## src/rtl/serial_frame_pkg.sv

```systemverilog
// rtl/serial_frame_pkg.sv - shared state type and line-level constants for the serial frame receiver
package serial_frame_pkg;

  typedef enum logic [1:0] {
    IDLE   = 2'd0,
    DATA   = 2'd1,
    PARITY = 2'd2,
    STOP   = 2'd3
  } rx_state_t;

  localparam logic LINE_IDLE  = 1'b0;
  localparam logic LINE_START = 1'b1;
  localparam logic LINE_STOP  = 1'b0;

endpackage

```

## src/rtl/rx_shift_reg.sv

```systemverilog
// rtl/rx_shift_reg.sv - LSB-first indexed shift register with running XOR parity accumulator
module rx_shift_reg #(
  parameter int DATA_W = 8
) (
  input  logic                      clk,
  input  logic                      rst,
  input  logic                      clr_i,
  input  logic                      shift_en_i,
  input  logic                      par_en_i,
  input  logic                      bit_i,
  input  logic [$clog2(DATA_W)-1:0] idx_i,
  output logic [DATA_W-1:0]         data_o,
  output logic                      acc_o
);

  logic [DATA_W-1:0] shift_q, shift_d;
  logic              acc_q, acc_d;

  always_comb begin
    shift_d = shift_q;
    acc_d   = acc_q;
    if (clr_i) begin
      shift_d = '0;
      acc_d   = 1'b0;
    end else begin
      if (shift_en_i) shift_d[idx_i] = bit_i;
      // Data and parity bits both fold into the accumulator; only data bits land in the word.
      if (shift_en_i || par_en_i) acc_d = acc_q ^ bit_i;
    end
  end

  always_ff @(posedge clk or negedge rst) begin
    if (!rst) begin
      shift_q <= '0;
      acc_q   <= 1'b0;
    end else begin
      shift_q <= shift_d;
      acc_q   <= acc_d;
    end
  end

  assign data_o = shift_q;
  assign acc_o  = acc_q;

endmodule

```

## src/rtl/serial_frame_rx.sv

```systemverilog
// rtl/serial_frame_rx.sv - frames a qualified serial bit stream into words with parity/framing checks
module serial_frame_rx
  import serial_frame_pkg::*;
#(
  parameter int DATA_W    = 8,
  parameter bit PARITY_EN = 1'b1
) (
  input  logic              clk,
  input  logic              rst,
  input  logic              bit_in,
  input  logic              bit_en,
  output logic [DATA_W-1:0] data_out,
  output logic              data_valid,
  output logic              parity_err,
  output logic              frame_err,
  output logic              busy
);

  localparam int              CNT_W    = $clog2(DATA_W);
  localparam logic [CNT_W-1:0] CNT_LAST = CNT_W'(DATA_W - 1);

  rx_state_t         state_q, state_d;
  logic [CNT_W-1:0]  cnt_q, cnt_d;
  logic [DATA_W-1:0] data_q, data_d;
  logic              valid_q, valid_d;
  logic              perr_q, perr_d;
  logic              ferr_q, ferr_d;
  logic              busy_q, busy_d;

  logic              clr, shift_en, par_en;
  logic [DATA_W-1:0] shift_data;
  logic              acc;
  logic              parity_ok;

  rx_shift_reg #(.DATA_W(DATA_W)) u_shift (
    .clk        (clk),
    .rst        (rst),
    .clr_i      (clr),
    .shift_en_i (shift_en),
    .par_en_i   (par_en),
    .bit_i      (bit_in),
    .idx_i      (cnt_q),
    .data_o     (shift_data),
    .acc_o      (acc)
  );

  // Without a parity bit every correctly stopped frame is accepted.
  assign parity_ok = !PARITY_EN || !acc;

  always_comb begin
    state_d  = state_q;
    cnt_d    = cnt_q;
    data_d   = data_q;
    valid_d  = 1'b0;
    perr_d   = 1'b0;
    ferr_d   = 1'b0;
    clr      = 1'b0;
    shift_en = 1'b0;
    par_en   = 1'b0;
    if (bit_en) begin
      case (state_q)
        IDLE: begin
          if (bit_in == LINE_START) begin
            state_d = DATA;
            cnt_d   = '0;
            clr     = 1'b1;
          end
        end
        DATA: begin
          shift_en = 1'b1;
          if (cnt_q == CNT_LAST) begin
            if (PARITY_EN) state_d = PARITY;
            else           state_d = STOP;
          end else begin
            cnt_d = cnt_q + 1'b1;
          end
        end
        PARITY: begin
          par_en  = 1'b1;
          state_d = STOP;
        end
        STOP: begin
          // A bad stop bit is never reinterpreted as the next start bit.
          state_d = IDLE;
          if (bit_in != LINE_STOP) begin
            ferr_d = 1'b1;
          end else if (parity_ok) begin
            valid_d = 1'b1;
            data_d  = shift_data;
          end else begin
            perr_d = 1'b1;
          end
        end
        default: state_d = IDLE;
      endcase
    end
    busy_d = (state_d != IDLE);
  end

  always_ff @(posedge clk or negedge rst) begin
    if (!rst) begin
      state_q <= IDLE;
      cnt_q   <= '0;
      data_q  <= '0;
      valid_q <= 1'b0;
      perr_q  <= 1'b0;
      ferr_q  <= 1'b0;
      busy_q  <= 1'b0;
    end else begin
      state_q <= state_d;
      cnt_q   <= cnt_d;
      data_q  <= data_d;
      valid_q <= valid_d;
      perr_q  <= perr_d;
      ferr_q  <= ferr_d;
      busy_q  <= busy_d;
    end
  end

  assign data_out   = data_q;
  assign data_valid = valid_q;
  assign parity_err = perr_q;
  assign frame_err  = ferr_q;
  assign busy       = busy_q;

endmodule

```

## config.mk

```make
export PLATFORM = sky130hd
export DESIGN_NAME = serial_frame_rx
export DESIGN_NICKNAME = d
export VERILOG_FILES = /design/src/rtl/serial_frame_pkg.sv /design/src/rtl/rx_shift_reg.sv /design/src/rtl/serial_frame_rx.sv
export SDC_FILE = /design/constraint.sdc
export NUM_CORES = 1
export LEC_CHECK = 0
export CORE_MARGIN = 4
export CORE_UTILIZATION = 55
export CTS_CLUSTER_SIZE = 25
export DETAILED_ROUTE_END_ITERATION = 6
export HOLD_SLACK_MARGIN = 0.02
export PLACE_DENSITY = 0.8
export SLEW_MARGIN = 10
export SYNTH_ARGS = -nofsm -noshare
export SYNTH_HDL_FRONTEND = slang
export SYNTH_SLANG_ARGS = --single-unit
```

## constraint.sdc

```tcl
create_clock -name clk -period 3.65 [get_ports clk]
set_input_delay 0.9125 -clock clk [delete_from_list [all_inputs] [get_ports clk]]
set_output_delay 0.9125 -clock clk [all_outputs]
set_load 0.05 [all_outputs]
```

==> results.yml, run 1 <==
timing:
  rsz0062_at_grt: "no"
  finalSetupTns_ns: 0
  max_freq_mhz: 406
  hold_viol: 0
  min_period_over_period: 0.675
  skew_ns: 0.00511
  max_slew_margin: 0.628
  drv_slew: 0
  setup_viol: 0
  whs_ns: 0.525
  fin_crit_ns: 2.46
  tightest_slew_ns: 0.557
logic_synthesis:
  ys_ff_latch: 26
  netlist_top_cells_area: "dfrtp_1, mux2_2, o211ai_1"
  synth_area_leader_cell: "dfrtp_1"
  yosysMostFrequentCell: "dfrtp_1"
  async_reset_ff_frac: 1.00
  syn-cell-area_um2: 1230
  ys_top_cells_by_count: "dfrtp_1, mux2_2, o211ai_1, o31ai_1, nand2_1"
  synth_seq_area_share: 0.530
  synth_top_cell_area_share: 0.530
  avgSynthCellArea_um2: 12.5
  yosys.cell_types.count: 30
  synth_nets: 106
  ys_warn_count: 0
  netlist_instances: 98
  synth_edf_count: 0
  synthFlopType: "dfrtp_1"
route:
  dr.first_iter.drc_count: 10
  ant_nets: 0
  drt-pass1-iter-count: 4
  wl_per_cell_um: 15.1
  viasPerCell: 5.81
  wl_mm: 2.10
  drc: 0
  vias: 807
die:
  core_area_um2: 2040
  dieArea_um2: 3050
  io_pins: 16
  fp.dieH_um: 55.2
  start_util: 0.601
  rows: 16
  fp.dieW_um: 55.2
place:
  place.gp.congestion: 0.732
  port_buffers: 15
  placedInstanceArea_um2: 1380
  place_hpwl_mm: 1.54
run_status:
  status: "finished clean"
hold_path:
  holdCritPathClass: "reg2reg"
  holdPathStages: 1
  min_to: "data_out[3]$_DFFE_PN0P_"
  hp-start: "data_out[3]$_DFFE_PN0P_"
setup_path:
  required_ns: 3.87
  reg2reg_slack_ns: 1.83
  reg2regPathDepth: 4
  worstReg2RegStart: "cnt_q[0]$_DFFE_PN0P_"
  arrival_ns: 2.69
  crit_type: "in2reg"
  end_kind: "register"
  timing.rr.end: "cnt_q[1]$_DFFE_PN0P_"
  start_kind: "input pin"
  cp_max_fo: 10
pwr:
  p_leak_nw: 0.660
  powerDensity_nw_per_um2: 713
  power_mw: 1.02
  ir_drop_mv: 0.384
cts:
  clock_path_buffers: 2
  cts.repair.resized: 0
  cts_hold_buf: 0
  clk_pin_slew_ns: 0.14
  post-cts-setup-buffers: 0
  clock-sinks: 26
  cts_tree: "yes"
  htreeDepth: 1
  clockRootBuffer: "clkbuf_4"
  cts_buffers: 3
  insertion_delay_ns: 0.32
grt:
  grt_max_degree: 27
  grt_overflow: 0
  grt_first_pass_wirelength_mm: 3.71
  antenna_found_initial: 0
  grt_util_all_layers: 0.153
  grt_pass1_vias: 851
cells_and_area:
  antenna_cells: 0
  stdcell_area_um2: 1440
  drive_above_1_share: 0.196
  fill_cells: 159
  nNetsFinal: 121
  area_growth_pct: 16.9
run:
  cap_violations: 0
layout make-up:
| type | count | area [um^2] | area share |
|---|---|---|---|
| repair buffers | 16 | 158 | 0.110 |
| clock inverters | 1 | 30.0 | 0.0209 |
| clock buffers | 3 | 22.5 | 0.0157 |
| flip-flops and latches | 26 | 651 | 0.453 |
| multi-input cells | 62 | 526 | 0.366 |
| inverters | 4 | 15.0 | 0.0105 |
| well taps | 27 | 33.8 | 0.0235 |
worst max-delay path, stage by stage:
cell,delay [ns]
clkdlybuf4s50_1,0.59
clkinv_1,0.31
ha_1,0.31
nand2_2,0.19
mux2_2,0.37
layout by cell type, fill, tap and decap left out, drive strengths merged:
master / netlist / routed
o211ai: 8 / 8
ha: 4 / 4
a311oi: 1 / 1
and3: 1 / 1
nand2: 8 / 8
nor2: 1 / 1
buf: 4 / 1
nand4b: 2 / 2
inv: 3 / 3
bufinv: 0 / 1
o21ai: 3 / 3
and3b: 2 / 2
clkbuf: 2 / 3
o2111ai: 1 / 1
o211a: 1 / 1
mux2: 11 / 11
o22ai: 1 / 1
clkinv: 1 / 1
a2111oi: 1 / 1
and2: 2 / 2
nand4bb: 2 / 2
or2: 1 / 1
dfrtp: 26 / 26
clkdlybuf4s50: 0 / 15
nor3b: 2 / 2
nand2b: 2 / 2
o31ai: 8 / 8
kinds of logic (layout without fill, tap and decap cells):
group,count (synthesis),after routing,share of synthesized area
flip-flops,26,26,0.530
AO/OA/AOI/OAI,24,24,0.160
AND/OR/NAND/NOR,23,23,0.126
multiplexers,11,11,0.101
buffers and inverters,10,24,0.0418
adder cells (fa/ha/maj),4,4,0.0408
through the flow:
step | instances | setup WS (ns) | util
global route | 139 | 1.08 | 0.703
global placement | 135 | 0.944 | 0.677
detailed placement | 135 | 0.841 | 0.677
finish | 139 | 1.19 | 0.703
CTS | 139 | 1.20 | 0.703
floorplan | 98 | 1.71 | -
layer usage:
metal,up-vias,track usage,wire length (um)
met3,2,0.0280,69
met1,405,0.170,901
met5,-,0,0
li1,391,-,-
met4,0,0.0833,12
met2,9,0.272,1110
worst max path at each step:
| stage | from | to | slack, ns | cells past startpoint |
|---|---|---|---|---|
| after floorplan | bit_in | data_out[0]$_DFFE_PN0P_ | 1.71 | 4 |
| after global placement | bit_in | data_out[3]$_DFFE_PN0P_ | 0.94 | 5 |
| after detailed placement | bit_in | data_out[0]$_DFFE_PN0P_ | 0.84 | 5 |
| after CTS | bit_in | data_out[0]$_DFFE_PN0P_ | 1.20 | 5 |
| after global routing | bit_in | data_out[1]$_DFFE_PN0P_ | 1.08 | 5 |
| final | bit_in | data_out[0]$_DFFE_PN0P_ | 1.19 | 5 |
flip-flops by register name, indices dropped and copies added (netlist names):
signal / count
state_q: 2
data_out: 8
busy: 1
parity_err: 1
u_shift.data_o: 8
data_valid: 1
cnt_q: 3
u_shift.acc_o: 1
frame_err: 1
where the power goes:
group / total, mW / internal, mW / leakage (nW) / switching, mW
logic: 0.365 / 0.165 / 0.288 / 0.200
clock network: 0.195 / 0.111 / 0.0279 / 0.0844
registers: 0.462 / 0.374 / 0.344 / 0.0883
Power figures use the tool's default switching activity.
==> run 2: changes to the inputs <==
CORE_UTILIZATION = 53   (was 55)
PLACE_DENSITY = 0.77   (was 0.8)
clock period = 2.45 ns   (was 3.65 ns; I/O delays follow)
==> results.yml, run 2 (synthesized netlist as in run 1, its figures left out) <==
run_status:
  status: "finished clean"
timing:
  finalSetupTns_ns: 0
  skew_ns: 0.00715
  hold_viol: 0
  max_slew_margin: 0.621
  min_period_over_period: 0.863
  rsz0062_at_grt: "no"
  tightest_slew_ns: 0.568
  max_freq_mhz: 473
  fin_ws_ns: 0.336
  drv_slew: 0
  fin_crit_ns: 2.11
  setup_viol: 0
cts:
  htreeDepth: 1
  insertion_delay_ns: 0.32
  clock_path_buffers: 2
  cts_tree: "yes"
  post-cts-setup-buffers: 0
  cts_hold_buf: 0
  clockRootBuffer: "clkbuf_4"
  clk_pin_slew_ns: 0.14
  clock-sinks: 26
  cts.repair.resized: 0
  cts_buffers: 3
setup_path:
  cpPeakStageDelay_ns: 0.80
  reg2reg_slack_ns: 0.64
  arrival_ns: 1.50
  crit_slowest_cell: "clkdlybuf4s50_1"
  crit_type: "reg2out"
  critPathTopFamily: "buffers and inverters"
  timing.rr.end: "cnt_q[0]$_DFFE_PN0P_"
  worstReg2RegStart: "cnt_q[0]$_DFFE_PN0P_"
  cp_max_fo: 2
  start_kind: "register"
  end_kind: "output pin"
  reg2regPathDepth: 4
  critPathBufInv: 1
  crit_chain: "clkdlybuf4s50_1"
  required_ns: 1.84
place:
  pre_cts_slack_ns: 0.223
  place_hpwl_mm: 1.44
  port_buffers: 15
  place.gp.congestion: 0.741
pwr:
  ir_drop_mv: 0.758
  p_leak_nw: 0.670
  powerDensity_nw_per_um2: 1050
die:
  rows: 17
  io_pins: 16
  dieArea_um2: 3150
  core_area_um2: 2210
  fp.dieH_um: 56.1
  start_util: 0.555
  fp.dieW_um: 56.1
cells_and_area:
  antenna_cells: 0
  layout_common_cells: "dfrtp_1, clkdlybuf4s50_1, mux2_2"
  area_growth_pct: 18.2
  drive_above_1_share: 0.211
  nNetsFinal: 123
  final_common_cell: "dfrtp_1"
hold_path:
  hp-start: "data_out[2]$_DFFE_PN0P_"
  holdCritPathClass: "reg2reg"
  min_to: "data_out[2]$_DFFE_PN0P_"
  holdPathStages: 1
route:
  viasPerCell: 5.75
  drt-pass1-iter-count: 4
  wl_per_cell_um: 14.1
  dr.first_iter.drc_count: 11
  ant_nets: 0
  wl_mm: 2.00
  vias: 817
  drc: 0
grt:
  grt_overflow: 0
  grt_first_pass_wirelength_mm: 3.44
  grt_max_degree: 27
  grt_pass1_vias: 759
  grt_util_all_layers: 0.139
  antenna_found_initial: 0
run:
  cap_violations: 0
[run 2: changes by cell type in the layout (fill, tap and decap cells not counted)]
| cell | previous run | this run |
|---|---|---|
| buf_4 | 1 | 3 |
[run 2: metrics by stage]
step	utilization	cells	cell area [um^2]	hold WS, ns	total power, mW
floorplan	-	98	1230	0.317	1.11
global placement	0.632	138	1400	0.489	1.21
detailed placement	0.632	138	1400	0.494	1.25
CTS	0.656	142	1450	0.525	1.54
global route	0.656	142	1450	0.539	1.63
finish	0.656	142	1450	0.521	1.52
[run 2: metal layers]
layer,global-route usage,routed length (um),vias up
met5,0,0,-
li1,-,-,394
met2,0.225,979,13
met3,0.0278,84,4
met1,0.178,902,406
met4,0.0610,38,0
[run 2: how the worst max path moves through the flow]
stage	slack, ns	cells past startpoint	to	from
global route	0.28	1	data_out[5]	data_out[5]$_DFFE_PN0P_
floorplan	0.74	4	cnt_q[0]$_DFFE_PN0P_	cnt_q[0]$_DFFE_PN0P_
global placement	0.28	5	data_out[4]$_DFFE_PN0P_	bit_in
detailed placement	0.22	5	data_out[6]$_DFFE_PN0P_	bit_in
CTS	0.32	1	data_out[6]	data_out[6]$_DFFE_PN0P_
finish	0.34	1	data_out[0]	data_out[0]$_DFFE_PN0P_
[run 2: area by class of cell]
cell class,count,area [um^2]
Clock inverter,1,30.0
Tap cell,28,35.0
Fill cell,174,761
Timing Repair Buffer,18,173
Inverter,4,15.0
Sequential cell,26,651
Clock buffer,3,22.5
Multi-Input combinational cell,62,526
[run 2: power by group]
part | internal, mW | switching, mW | total, mW
sequential | 0.557 | 0.126 | 0.682
combinational | 0.251 | 0.296 | 0.548
clock | 0.165 | 0.128 | 0.293
